File: src/rtl/l1_relu_drain.sv
// l1_relu_drain: counts accumulation beats, snapshots the layer-1 sums each frame,
// then streams ReLU/shift/saturated activations to layer 2 one node per handshake.
module l1_relu_drain #(
  parameter int RELU_NODES = 10,
  parameter int LAYER_1_BIT_WIDTH = 16,
  parameter int OUT_WIDTH = 8,
  parameter int N_INPUTS = 784,
  parameter int FRAC_SHIFT = 4,
  localparam int IW = RELU_NODES > 1 ? $clog2(RELU_NODES) : 1
) (
  input  logic                                      clk,
  input  logic                                      clr,
  input  logic                                      accValid,
  input  logic [RELU_NODES*LAYER_1_BIT_WIDTH-1:0]   sumIn,
  output logic                                      accClr,
  output logic                                      busy,
  output logic                                      actValid,
  input  logic                                      actReady,
  output logic [OUT_WIDTH-1:0]                      actOut,
  output logic [IW-1:0]                             actIdx,
  output logic                                      frameDone
);
  localparam int W = LAYER_1_BIT_WIDTH;
  localparam int CW = $clog2(N_INPUTS);
  localparam logic [W-1:0] MAXV = W'((1 << OUT_WIDTH) - 1);

  typedef enum logic [1:0] {ACCUM, CAPTURE, STREAM} state_e;

  state_e state_q, state_d;
  logic [CW-1:0] cnt_q, cnt_d;
  logic [IW-1:0] idx_q, idx_d;
  logic fd_q, fd_d;
  logic [W-1:0] buf_q [RELU_NODES];
  logic beat, last_beat, hs, last_node;

  function automatic logic [OUT_WIDTH-1:0] relu(input logic [W-1:0] s);
    logic [W-1:0] t;
    t = s >> FRAC_SHIFT;
    return s[W-1] ? '0 : (t > MAXV) ? '1 : t[OUT_WIDTH-1:0];
  endfunction

  assign beat = state_q == ACCUM && accValid;
  assign last_beat = beat && cnt_q == CW'(N_INPUTS - 1);
  assign hs = state_q == STREAM && actReady;
  assign last_node = idx_q == IW'(RELU_NODES - 1);

  always_ff @(posedge clk or negedge clr)
    if (!clr) state_q <= ACCUM;
    else state_q <= state_d;

  always_comb begin
    state_d = last_beat ? CAPTURE :
              state_q == CAPTURE ? STREAM :
              (hs && last_node) ? ACCUM : state_q;
  end

  always_comb begin
    busy = state_q != ACCUM;
    accClr = state_q == CAPTURE;
    actValid = state_q == STREAM;
    actIdx = actValid ? idx_q : '0;
    actOut = actValid ? relu(buf_q[idx_q]) : '0;
    frameDone = fd_q;
  end

  always_comb begin
    cnt_d = last_beat ? '0 : beat ? cnt_q + 1'b1 : cnt_q;
    idx_d = state_q == CAPTURE ? '0 : !hs ? idx_q : last_node ? '0 : idx_q + 1'b1;
    fd_d = hs && last_node;
  end

  always_ff @(posedge clk or negedge clr)
    if (!clr) begin
      cnt_q <= '0;
      idx_q <= '0;
      fd_q <= 1'b0;
    end else begin
      cnt_q <= cnt_d;
      idx_q <= idx_d;
      fd_q <= fd_d;
    end

  // Snapshot taken on the edge leaving CAPTURE, when the accumulator's last add is visible
  always_ff @(posedge clk or negedge clr)
    if (!clr) for (int k = 0; k < RELU_NODES; k++) buf_q[k] <= '0;
    else if (state_q == CAPTURE) for (int k = 0; k < RELU_NODES; k++) buf_q[k] <= sumIn[k*W +: W];
endmodule

File: config.mk
export PLATFORM = sky130hd
export DESIGN_NAME = l1_relu_drain
export DESIGN_NICKNAME = d
export VERILOG_FILES = /design/src/rtl/l1_relu_drain.sv
export SDC_FILE = /design/constraint.sdc
export NUM_CORES = 1
export LEC_CHECK = 0
export BUFFER_PORTS_ARGS = -buffer_cell sky130_fd_sc_hd__buf_2
export CORE_MARGIN = 4
export CORE_UTILIZATION = 44
export DETAILED_ROUTE_END_ITERATION = 10
export GPL_TIMING_DRIVEN = 0
export PLACE_DENSITY = 0.78
export RECOVER_POWER = 100
export SYNTH_ARGS = -nofsm -noshare
export SYNTH_HDL_FRONTEND = slang
export SYNTH_SLANG_ARGS = --single-unit
File: constraint.sdc
create_clock -name clk -period 2.49 [get_ports clk]
set_clock_uncertainty 0.05 [all_clocks]
set_input_delay 0.498 -clock clk [delete_from_list [all_inputs] [get_ports clk]]
set_output_delay 0.498 -clock clk [all_outputs]
set_load 0.01 [all_outputs]
Word level (Yosys, flattened, before mapping)
Index checks and enable logic that the tools add are counted.
{ "totals": {"regBits": 177} }
{ "op_classes": {"addsub": 2, "order_cmp": 2, "n_eq_ne": 4, "mux": 15, "n_bitwise": 1, "n_reduce_logical": 9} }
{ "op_table": {"columns": ["op", "count"], "rows": [
  ["$bmux W16 S4", 1],
  ["$mux W16", 2],
  ["$mux W8", 3],
  ["$mux W10", 2],
  ["$mux W4", 4],
  ["$gt A12 B8 Y1 const B", 1],
  ["$add A10 B1 Y10 const B", 1],
  ["$eq A10 B10 Y1 const B", 1],
  ["$mux W2", 3],
  ["$reduce_bool A2 Y1", 3],
  ["$ge A5 B5 Y1 const B", 1],
  ["$not A4 Y5", 1],
  ["$add A4 B1 Y4 const B", 1],
  ["$eq A4 B4 Y1 const B", 1],
  ["$logic_and A1 B1 Y1", 4],
  ["$reduce_bool A3 Y1", 1],
  ["$eq A2 B1 Y1 const B", 1],
  ["$eq A2 B2 Y1 const B", 1],
  ["$logic_not A2 Y1", 1]
]} }

Longest topological paths before layout
{ "logic_depth": {"depth_word": 8, "ltp_mapped": 9} }

Least setup slack after synthesis
Ideal clock, no wire load.
{ "synth_path": {"kind": "reg-to-output", "start": "reg idx_q[0]", "end": "out actOut[3]", "arrival_time_ps": 1586, "required_ps": 1942, "slack_ps": 356, "stages_incl_launch_ff": 6, "path_cell_list": "dfrtp_1 > or4_1 > nor2_1 > o211ai_1 > a31oi_4 > a31oi_1"} }
{ "synth_between": {"elab_chain_len": 8} }
{ "synth_lines": {"columns": ["element", "line", "text"], "rows": [
  ["start: declaration", "31", "logic [IW-1:0] idx_q, idx_d;"],
  ["start signal: assignment", "79", "idx_q <= idx_d;"],
  ["$not A4 Y5 (not written as such) *", "62", "actOut = actValid ? relu(buf_q[idx_q]) : '0;"],
  ["$bmux W16 S4 *", "62", null],
  ["$mux W16 (not written as such) * (2 in a row)", "62", null],
  ["$gt A12 B8 Y1", "39", "return s[W-1] ? '0 : (t > MAXV) ? '1 : t[OUT_WIDTH-1:0];"],
  ["$mux W8", "39", null],
  ["$mux W8 *", "39", null],
  ["$mux W8 *", "62", null],
  ["end: declaration", "19", "output logic [OUT_WIDTH-1:0] actOut,"]
]} }
Mark *: on every way between the ends. The rest lies on a longest branch, timed or not. The select of a mux whose other input is x is not followed.

Final worst setup path
Same ends and word-level chain as after synthesis.

==> flow_summary_export.csv <==
group,metric,value,unit
route,antenna_left,0,
pwr,power_frac_clock,0.515,
layout,antenna_cells,0,
placement,placed_cells,787,
outcome,violations,"setup timing",
clocking,cts_tree,"yes",
job,maxCapViolCount,0,
placement,hpwl,12.0,mm
grt,grt_pass1_vias,4855,
timing,finalCritPeriodShare,1.15,
pwr,switching_power,1.10,mW
layout,fill_cells,1118,
route,drt_iter0_markers,198,
yosys,synth_nets,634,
placement,place_congestion,0.803,
pwr,intPower,4.19,mW
route,dr.pass1.iters,5,
yosys,synth_edf_count,0,
route,num_vias,4487,
outcome,status,"complete, but fails checks",
clocking,clock-root-buffer,"clkbuf_16",
placement,port_buffers,139,
critical_path,critPathMaxFanout,8,
pwr,pwr-share-seq,0.439,
critical_path,cpPeakStageDelay,470,ps
critical_path,crit_arrival,2300,ps
clocking,worstSkewPairLatency,410,ps
clocking,cts_max_level,4,
layout,final_cells,823,
grt,grt_pass1_wl,26.0,mm
clocking,cts.sinks,137,
timing,slew_headroom,0.0169,
timing,setup_ws,-362,ps
critical_path,start_kind,"flip-flop",
floorplanning,dieArea,16200,um2
floorplanning,die_h,127,um
floorplanning,start_util,0.450,
layout,final_common_cell,"buf_2",
pwr,combPwrFrac,0.046,
floorplanning,die_w,127,um
pwr,leakagePower,4.03,nW
timing,fmaxAchievable,0.351,GHz
pwr,switching_share,0.208,
layout,syn_to_final_growth,29.3,%
route,drc,0,
grt,grt_antenna_before_repair,1,
layout,final_cell_mix,"buf_2, mux2_2, dfrtp_1",
timing,rsz0062_at_grt,"yes",
clocking,cts_buffers,17,
layout,drive_gt1_frac,0.568,
pwr,power_density,653,nW/um2
timing,setup_viol,9,
route,via_per_inst,5.45,
route,wirelength,16.6,mm
worst_hold_path,hold_path_class,"input pin to flip-flop",
timing,hold_viol,0,
grt,overflow,0,
clocking,cts_buffer_depth,2,
yosys,synth_seq_cells,137,
floorplanning,io_pins,180,
yosys,ys_async_sr_fraction,1.00,
yosys,syn_area,6270,um2
layout,stdcell_area,8110,um2
clocking,clkTransAtPathRegs,60,ps
yosys,seq_area_frac_synth,0.547,
pwr,peakVddDrop,0.000520,V
grt,grt_usage,0.213,
yosys,yosys_warnings,0,
critical_path,crit_type,"flip-flop to output pin",
grt,grt_max_degree,81,
floorplanning,rows,43,
yosys,ys_dominant_reg_cell,"dfrtp_1",
yosys,avgSynthCellArea,13.4,um2
floorplanning,coreArea,13900,um2
timing,slew_viol_final,0,
critical_path,critPathRequiredTime,1940,ps
placement,place_area,7220,um2
timing,tightestPinTransition,1470,ps
timing,fin_crit,2850,ps
yosys,synth.distinct_cells,44,
route,wl_per_cell,20.1,um
yosys,netlist_instances,467,
critical_path,cpMaxStageDelayCell,"dfrtp_2",
layout,nets,797,
critical_path,critPathCaptureType,"output pin",
critical_path,cp_cell_sequence,"bufbuf_16 -> a211o_1 -> o221a_4 -> a31oi_4 -> buf_12 -> a31oi_2 -> buf_2",
## registers in the layout (all words and copies together), names as in the netlist
register / flops
cnt_q: 10
buf_q: 120
state_q: 2
frameDone: 1
idx_q: 4
## path summary, 6_finish.rpt
kind                                 start    endpoint  slack (ps)  cells past startpoint
worst max-delay path              idx_q[0]   actOut[3]        -360                      7
worst min-delay path            sumIn[124]   buf_q[44]         270                      2
worst max register to register  state_q[0]  buf_q[151]         310                      5
worst min register to register  buf_q[117]  buf_q[117]         450                      1
max in group asynchronous              clr    idx_q[1]         600                      2
min in group asynchronous              clr    cnt_q[8]         380                      1
## power by group through the flow
stage / Sequential [mW] / Clock (mW) / Combinational [mW]
after detailed placement: 2.36 / 0 / 0.247
after floorplan: 2.35 / 0 / 0.0786
final: 2.32 / 2.73 / 0.245
after global placement: 2.35 / 0 / 0.227
after global routing: 2.33 / 2.89 / 0.274
after CTS: 2.32 / 2.78 / 0.251
## repair_timing
item,4_1_cts,5_1_grt
gates resized for setup,40,8
buffers inserted,3,0
gates cloned,1,0
pin swaps,6,2
endpoints found under the setup margin,8,8
hold buffers,0,0
## cell type report
class | count | area (um2) | area share
Inverter | 4 | 15.0 | 0.00185
Timing Repair Buffer | 144 | 769 | 0.0949
Sequential cell | 137 | 3430 | 0.423
Tap cell | 180 | 225 | 0.0278
Clock buffer | 20 | 447 | 0.0551
Buffer | 26 | 175 | 0.0216
Multi-Input combinational cell | 300 | 2850 | 0.351
Clock inverter | 12 | 198 | 0.0244
## stage by stage
step                setup WS (ps)  hold slack, ps  power, mW  utilization  setup TNS [ps]
floorplan                     356             152       2.43            -               0
global placement             -865             432       2.58        0.516         -118740
detailed placement           -204             441       2.61        0.518           -1120
CTS                          -344            11.2       5.35        0.582           -2420
global route                 -431             246       5.49        0.582           -3250
finish                       -362             266       5.29        0.582           -2450
## worst max-delay path, delay by kind of cell, from the launching register on
kind | cells | cell delay, ps
flops | 1 | 470
buf+inv | 3 | 600
compound gates | 4 | 820
## Yosys cell counts (all sizes together) (5+ instances only)
cell   count  area [um2]
a21o       5        37.5
a21oi     17        85.1
buf       23         135
dfrtp    137        3430
mux2     135        1520
mux2i     11         110
mux4       8         180
nand2     12        45.0
nor2      24        90.1
nor2b      5        31.3
nor3      14        70.1
nor4       5        31.3
o21ai     10        50.1
o22ai      7        43.8
## routing by layer
| layer | up-vias | global-route usage | part of all wire |
|---|---|---|---|
| li1 | 2041 | - | - |
| met5 | - | 0 | 0.00073 |
| met2 | 161 | 0.335 | 0.49 |
| met1 | 2259 | 0.280 | 0.43 |
| met3 | 24 | 0.0619 | 0.061 |
| met4 | 2 | 0.0795 | 0.025 |
## logic make-up after synthesis
logic type | after synthesis | synth area share
xor gates and xnor gates | 6 | 0.00838
adders and majority gates | 3 | 0.00599
DFF | 137 | 0.547
and+or+nand+nor | 85 | 0.0705
muxes | 154 | 0.289
buffers and inverters | 30 | 0.0257
AOI/OAI and AO/OA | 52 | 0.0537
Note: power is estimated with default switching activity, not from simulation.
